[config.mk]
export PLATFORM = sky130hd
export DESIGN_NAME = floatmul
export DESIGN_NICKNAME = d
export VERILOG_FILES = /design/src/rtl/floatmul_pkg.sv /design/src/rtl/floatmul_round.sv /design/src/rtl/floatmul.sv
export SDC_FILE = /design/constraint.sdc
export NUM_CORES = 2
export LEC_CHECK = 0
export BUFFER_PORTS_ARGS = -buffer_cell sky130_fd_sc_hd__buf_2
export CAP_MARGIN = 40
export CELL_PAD_IN_SITES_DETAIL_PLACEMENT = 1
export CELL_PAD_IN_SITES_GLOBAL_PLACEMENT = 1
export CORE_MARGIN = 2
export CORE_UTILIZATION = 48
export DETAILED_ROUTE_END_ITERATION = 6
export PLACE_DENSITY_LB_ADDON = 0.12
export SLEW_MARGIN = 20
export SYNTH_ARGS = -nofsm -noshare
export SYNTH_HDL_FRONTEND = slang
export SYNTH_SLANG_ARGS = --single-unit
[constraint.sdc]
create_clock -name clk -period 9.9 [get_ports clk]
set_input_delay 0.495 -clock clk [delete_from_list [all_inputs] [get_ports clk]]
set_output_delay 0.495 -clock clk [all_outputs]
set_load 0.05 [all_outputs]
[src/rtl/floatmul_pkg.sv]
// floatmul_pkg: shared types, constants and operand helpers for the float32 multiplier.
// Optional build macro FLOATMUL_SUBNORMAL_EN: full subnormal support (otherwise DAZ/FTZ).
package floatmul_pkg;
  typedef struct packed {
    logic        sign;
    logic [7:0]  exp;
    logic [22:0] mant;
  } float32_t;

  localparam logic signed [9:0] FP32_BIAS    = 10'sd127;
  localparam logic signed [9:0] FP32_EXP_MAX = 10'sd255;
  localparam logic [31:0]       FP32_QNAN    = 32'h7FC00000;
  localparam logic [31:0]       FP32_INF     = 32'h7F800000;

  typedef enum logic [2:0] {ZERO, SUBNORM, NORMAL, INF, NAN} fp_class_e;

  typedef struct packed {
    fp_class_e         cls;
    logic [23:0]       sig;
    logic signed [9:0] exp;
  } unpacked_t;

  typedef struct packed {
    logic              sign;
    fp_class_e         cls_a;
    fp_class_e         cls_b;
    logic signed [9:0] exp;
    logic [47:0]       prod;
  } s1_t;

  typedef struct packed {
    logic        sign;
    fp_class_e   cls_a;
    fp_class_e   cls_b;
    logic [30:0] mag;
  } s2_t;

  function automatic fp_class_e classify(float32_t f);
    return f.exp == 8'hFF ? (f.mant != 23'd0 ? NAN : INF) :
           f.exp == 8'h00 ? (f.mant != 23'd0 ? SUBNORM : ZERO) : NORMAL;
  endfunction

`ifdef FLOATMUL_SUBNORMAL_EN
  function automatic logic [4:0] lzc24(logic [23:0] v);
    logic [4:0] z;
    z = 5'd24;
    for (int i = 0; i < 24; i++) if (v[i]) z = 5'(23 - i);
    return z;
  endfunction
`endif

  // Subnormals are renormalized so the significand always carries its leading one at bit 23.
  function automatic unpacked_t unpack(float32_t f);
    unpacked_t u;
    u.cls = classify(f);
    u.sig = {1'b1, f.mant};
    u.exp = $signed({2'b00, f.exp});
`ifdef FLOATMUL_SUBNORMAL_EN
    if (u.cls == SUBNORM) begin
      logic [4:0] z;
      z = lzc24({1'b0, f.mant});
      u.sig = {1'b0, f.mant} << z;
      u.exp = 10'sd1 - $signed({5'd0, z});
    end
`else
    if (u.cls == SUBNORM) u.cls = ZERO;
`endif
    return u;
  endfunction
endpackage

[src/rtl/floatmul_round.sv]
// floatmul_round: normalize, round-to-nearest-even, overflow and underflow of a 48-bit product.
// Ports: prod_i (24x24 significand product), exp_i (biased signed exponent),
//        mag_o (rounded magnitude {exp, mant}, overflow saturates to infinity).
// FLOATMUL_SUBNORMAL_EN selects gradual underflow; otherwise tiny results flush to zero.
module floatmul_round
  import floatmul_pkg::*;
(
  input  logic [47:0]       prod_i,
  input  logic signed [9:0] exp_i,
  output logic [30:0]       mag_o
);
  logic [46:0]       n, t;
  logic signed [9:0] e, e_base, e_out;
  logic              lost, inc;
  logic [32:0]       sum;
`ifdef FLOATMUL_SUBNORMAL_EN
  logic [5:0]        sh;
  logic [94:0]       y;
`endif

  always_comb begin
    n = prod_i[47] ? prod_i[46:0] : {prod_i[45:0], 1'b0};
    e = prod_i[47] ? exp_i + 10'sd1 : exp_i;
`ifdef FLOATMUL_SUBNORMAL_EN
    // Tiny results are denormalized first (hidden one re-inserted) so rounding happens once.
    sh = e > 0 ? 6'd0 : e < -10'sd61 ? 6'd63 : 6'(10'sd1 - e);
    y = 95'({1'b1, n, 48'd0} >> sh);
    t = y[94:48];
    lost = |y[47:0];
    e_base = e > 0 ? e : 10'sd0;
`else
    t = n;
    lost = 1'b0;
    e_base = e;
`endif
    inc = t[23] && (|t[22:0] || lost || t[24]);
    // A mantissa carry ripples into the exponent field, which is the renormalization.
    sum = {e_base, t[46:24]} + {32'd0, inc};
    e_out = sum[32:23];
`ifdef FLOATMUL_SUBNORMAL_EN
    mag_o = e_out >= FP32_EXP_MAX ? FP32_INF[30:0] : sum[30:0];
`else
    mag_o = e_out >= FP32_EXP_MAX ? FP32_INF[30:0] : e_out <= 0 ? 31'd0 : sum[30:0];
`endif
  end
endmodule

[src/rtl/floatmul.sv]
// floatmul: 3-stage IEEE-754 single-precision multiplier with valid/ready streams.
// Ports: clk, rst (sync, active-low), busy (work in flight),
//        a_*/b_* operand streams (joined, never consumed alone), o_* result stream.
// FLOATMUL_SUBNORMAL_EN enables subnormal inputs/results; default build is DAZ/FTZ.
module floatmul
  import floatmul_pkg::*;
(
  input  logic     clk,
  input  logic     rst,
  output logic     busy,
  input  logic     a_valid,
  input  float32_t a_payload,
  output logic     a_ready,
  input  logic     b_valid,
  input  float32_t b_payload,
  output logic     b_ready,
  output logic     o_valid,
  output float32_t o_payload,
  input  logic     o_ready
);
  logic      v1_q, v2_q, v3_q, ld1, ld2, ld3, fire;
  logic      nan, inf, zero;
  logic [30:0] mag;
  unpacked_t ua, ub;
  s1_t       s1_d, s1_q;
  s2_t       s2_d, s2_q;
  float32_t  o_d, o_q;

  assign ld3       = !v3_q || o_ready;
  assign ld2       = !v2_q || ld3;
  assign ld1       = !v1_q || ld2;
  assign fire      = a_valid && b_valid && ld1;
  assign a_ready   = b_valid && ld1;
  assign b_ready   = a_valid && ld1;
  assign busy      = v1_q || v2_q || v3_q;
  assign o_valid   = v3_q;
  assign o_payload = o_q;

  assign ua   = unpack(a_payload);
  assign ub   = unpack(b_payload);
  assign s1_d = '{sign:  a_payload.sign ^ b_payload.sign,
                  cls_a: ua.cls,
                  cls_b: ub.cls,
                  exp:   $signed(ua.exp) + $signed(ub.exp) - FP32_BIAS,
                  prod:  {24'd0, ua.sig} * {24'd0, ub.sig}};

  floatmul_round u_round (
    .prod_i (s1_q.prod),
    .exp_i  (s1_q.exp),
    .mag_o  (mag)
  );

  assign s2_d = '{sign: s1_q.sign, cls_a: s1_q.cls_a, cls_b: s1_q.cls_b, mag: mag};

  always_comb begin
    nan  = s2_q.cls_a == NAN || s2_q.cls_b == NAN ||
           (s2_q.cls_a == INF && s2_q.cls_b == ZERO) || (s2_q.cls_a == ZERO && s2_q.cls_b == INF);
    inf  = s2_q.cls_a == INF || s2_q.cls_b == INF;
    zero = s2_q.cls_a == ZERO || s2_q.cls_b == ZERO;
    o_d  = nan  ? FP32_QNAN :
           inf  ? {s2_q.sign, FP32_INF[30:0]} :
           zero ? {s2_q.sign, 31'd0} : {s2_q.sign, s2_q.mag};
  end

  always_ff @(posedge clk) begin
    if (!rst) begin
      v1_q <= 1'b0;
      v2_q <= 1'b0;
      v3_q <= 1'b0;
      o_q  <= '0;
    end else begin
      if (ld1) v1_q <= fire;
      if (ld2) v2_q <= v1_q;
      if (ld3) v3_q <= v2_q;
      if (ld3 && v2_q) o_q <= o_d;
    end
  end

  always_ff @(posedge clk) begin
    if (fire) s1_q <= s1_d;
    if (ld2 && v1_q) s2_q <= s2_d;
  end
endmodule

==> flow_summary.json <==
{
  "run_status": "finished clean",
  "global_route.usage.met2": 0.5026,
  "detail_route.wl_per_cell_microns": 22.46,
  "tritoncts": "yes",
  "yosys_warnings": 0,
  "clk_transition_reported_paths_ns": 0.06,
  "firstDrtPassIters": 5,
  "grt_busiest_layer": "met2",
  "routed_wirelength_microns": 77640,
  "number_of_antenna_diodes": 0,
  "number_of_enable_flip_flop_cells_after_synthesis": 103,
  "cts-buffers-inserted": 17,
  "share_of_synthesized_flip_flops_with_an_asynchronous_set_or_reset": 0,
  "synth.yosys.seq_area_share": 0.1488,
  "drv.max_cap_violation_count": 0,
  "vias": 19040,
  "hold_viol": 0,
  "grtUsageTotal": 0.2908,
  "grt_util_met3": 0.04239,
  "rows": 84,
  "gr_met1_demand_resource": 0.3770,
  "timing.final.setup_violations": 0,
  "final_cell_count_no_fill": 3456,
  "root_buffer_master": "sky130_fd_sc_hd__clkbuf_16",
  "synth.net_count": 3490,
  "die-width_microns": 234.5,
  "design.final.nets": 3497,
  "num_io_pins": 105,
  "critPathMaxStageDelay_ns": 0.66,
  "yosys.area.top_type_share": 0.3791,
  "worst-setup-path-type": "input port to flip-flop",
  "cp.arrival_ns": 8.16,
  "rsz0062_at_grt": "no",
  "synthFlopType": "sky130_fd_sc_hd__edfxtp_1",
  "layout.filler_cells": 6083,
  "first_global_vias": 21240,
  "worst_path_most_repeated_cell": "sky130_fd_sc_hd__fa_1",
  "synth.ff_latch_count": 138,
  "finalClockSkew_ns": 0.01067,
  "routed_via_density": 5.509,
  "cts_num_sinks": 138,
  "place_inst": 3423,
  "die_y_microns": 234.5,
  "hpwlAfterDp_microns": 60330,
  "yosys-top-cells-area": "sky130_fd_sc_hd__fa_1 (38%), sky130_fd_sc_hd__edfxtp_1 (12%), sky130_fd_sc_hd__ha_1 (9.3%), sky130_fd_sc_hd__inv_1 (8.6%), sky130_fd_sc_hd__and2_1 (6.1%)",
  "die_area_sq_mm": 0.05499,
  "gp_congestion": 0.8850,
  "setup_tns_ns": 0,
  "timing.critical_path.fanout_max": 21,
  "post-route-period-util": 0.8086,
  "first_pass_grt_wire_length_microns": 120800,
  "h-tree-depth": 4,
  "required_ns": 10.06,
  "synth.cell_area_sq_mm": 0.02550,
  "count_of_antenna_violating_nets_left_after_detailed_routing": 0,
  "cts_post_setup_buffers_inserted": 0,
  "worst_slew_margin_rel": 0.4334,
  "critical_path_buf_inv_count": 6,
  "cts_hold_buffers": 0,
  "worst_setup_path_start_kind": "input port",
  "remaining_global_route_overflow": 0,
  "initial_util": 0.4853,
  "core_sq_mm": 0.05255,
  "drive_above_1_share": 0.06105,
  "buffer_ports.inserted": 104,
  "netlist-cell-type-count": 68,
  "crit_path_cell_trace": "buf_2 -> inv_1 -> nor2_1 -> fa_1 -> fa_1 -> inv_1 -> fa_1 -> inv_1 -> fa_1 -> fa_1 -> fa_1 -> inv_1 -> fa_1 -> inv_1 -> ha_1 -> and4_1 -> and2_1 -> o21ai_0 -> nand3_1 -> or4b_1 -> a21o_1 -> nor2b_1 -> o41ai_1 -> xnor2_1",
  "achievable-frequency_ghz": 0.1249,
  "grt_start_max_net_pins": 66,
  "timing_max_transition_violations_final": 0,
  "worst_pin_slew_ns": 0.8498,
  "cts_repair_resize_count": 0,
  "postSynthAreaPerCell_sq_um": 9.281,
  "worstSetupEndpointType": "flip-flop",
  "cts-root-to-sink-buffers": 2,
  "largest_delay_contributor_family_on_the_critical_path": "adder cells",
  "synthDominantAreaCellType": "sky130_fd_sc_hd__fa_1",
  "syn2layout_area_growth_pct": 6.280,
  "worst_path_max_delay_cell": "sky130_fd_sc_hd__or4b_1",
  "drt_iter0_markers": 943,
  "post_synthesis_instance_total": 2748,
  "antenna_found_initial": 1,
  "hold_class": "input port to flip-flop",
  "fin_crit_ns": 8.005,
  "worst_skew_pair_later_pin_latency_ns": 0.43,
  "drc": 0
}
==> cells in the mapped netlist (7+ instances only) <==
cell and n:
sky130_fd_sc_hd__a211oi_1 10, sky130_fd_sc_hd__o21a_1 9, sky130_fd_sc_hd__nand4_1 16, sky130_fd_sc_hd__nand3_1 38, sky130_fd_sc_hd__nor2_1 110, sky130_fd_sc_hd__nand2_1 321
sky130_fd_sc_hd__a31oi_1 12, sky130_fd_sc_hd__a21o_1 24, sky130_fd_sc_hd__nor2b_1 38, sky130_fd_sc_hd__o21ai_0 39, sky130_fd_sc_hd__and3_1 16, sky130_fd_sc_hd__ha_1 190
sky130_fd_sc_hd__xor2_1 41, sky130_fd_sc_hd__clkbuf_1 117, sky130_fd_sc_hd__and2_1 249, sky130_fd_sc_hd__xnor2_1 59, sky130_fd_sc_hd__fa_1 483, sky130_fd_sc_hd__a21oi_1 77
sky130_fd_sc_hd__a211oi_2 7, sky130_fd_sc_hd__a22oi_1 23, sky130_fd_sc_hd__inv_1 585, sky130_fd_sc_hd__dfxtp_1 35, sky130_fd_sc_hd__nor3_1 19, sky130_fd_sc_hd__nor4_1 25
sky130_fd_sc_hd__edfxtp_1 103, sky130_fd_sc_hd__mux2i_1 13
==> per-stage QoR <==
step	setup slack (ns)	area, sq um	util	hold WS, ns
after floorplan	2.747	25500	-	0.4003
after global placement	1.469	26450	0.5033	0.4096
after detailed placement	1.503	26480	0.5040	0.4194
after CTS	1.935	27080	0.5153	0.3605
after global routing	1.571	27100	0.5158	0.3851
final	1.895	27100	0.5158	0.3770
==> final cells by class <==
type | count | area, sq um | area share
Inverter | 588 | 2207 | 0.08143
Clock buffer | 20 | 489.2 | 0.01805
Tap cell | 688 | 860.8 | 0.03176
Timing Repair Buffer | 115 | 634.4 | 0.02340
Sequential cell | 138 | 3794 | 0.1400
Clock inverter | 12 | 103.9 | 0.003831
Multi-Input combinational cell | 1895 | 19020 | 0.7016
==> per-layer routing <==
layer,part of all wire,wire length [microns]
met5,0.00017,13
met4,0.029,2283
met3,0.055,4247
met2,0.49,37970
met1,0.43,33130
==> final timing paths <==
kind / startpoint / to / slack [ns] / depth (start not counted)
worst max-delay path: a_payload[6] / s1_q[40] / 1.90 / 24
worst min-delay path: b_valid / v1_q / 0.38 / 3
worst max register to register: s1_q[47] / s2_q[5] / 5.19 / 13
worst min register to register: s1_q[61] / s2_q[34] / 0.43 / 0
==> state kept, by name, indices dropped and copies added (netlist names) <==
register   count
s1_q          65
s2_q          38
o_payload     32
o_valid        1
v1_q           1
v2_q           1
==> cells by family (layout without fill, tap and decap cells) <==
family,Yosys count,count (layout),synth area share
simple gates,861,861,0.1684
buf+inv,715,735,0.1063
fa+ha+maj,673,673,0.4724
compound gates,243,243,0.06260
flops,138,138,0.1488
xor+xnor,100,100,0.03434
mux,18,18,0.007310
==> worst reg2reg max path: cells and delay by family (launching register included) <==
kind / cells / cell delay (ns)
compound gates: 5 / 1.32
fa+ha+maj: 1 / 0.24
buf+inv: 1 / 0.61
flops: 1 / 0.32
simple gates: 6 / 1.97
==> placed cells by master (no fill, tap or decap), types with 16 or more instances in the layout <==
master,Yosys,final
sky130_fd_sc_hd__nand2_1,321,321
sky130_fd_sc_hd__and2_1,249,249
sky130_fd_sc_hd__nand4_1,16,16
sky130_fd_sc_hd__a21oi_1,77,77
sky130_fd_sc_hd__a21o_1,24,24
sky130_fd_sc_hd__dfxtp_1,35,35
sky130_fd_sc_hd__xnor2_1,59,59
sky130_fd_sc_hd__nor4_1,25,25
sky130_fd_sc_hd__xor2_1,41,41
sky130_fd_sc_hd__nor3_1,19,18
sky130_fd_sc_hd__buf_2,6,104
sky130_fd_sc_hd__nand3_1,38,38
sky130_fd_sc_hd__o21ai_0,39,39
sky130_fd_sc_hd__nor2b_1,38,38
sky130_fd_sc_hd__a22oi_1,23,23
sky130_fd_sc_hd__ha_1,190,190
sky130_fd_sc_hd__and3_1,16,16
sky130_fd_sc_hd__nor2_1,110,110
sky130_fd_sc_hd__fa_1,483,483
sky130_fd_sc_hd__inv_1,585,584
sky130_fd_sc_hd__clkbuf_16,0,19
sky130_fd_sc_hd__edfxtp_1,103,103
Power is not shown: default switching activity piles up to over one toggle a cycle in this logic, so the estimate is an artifact.
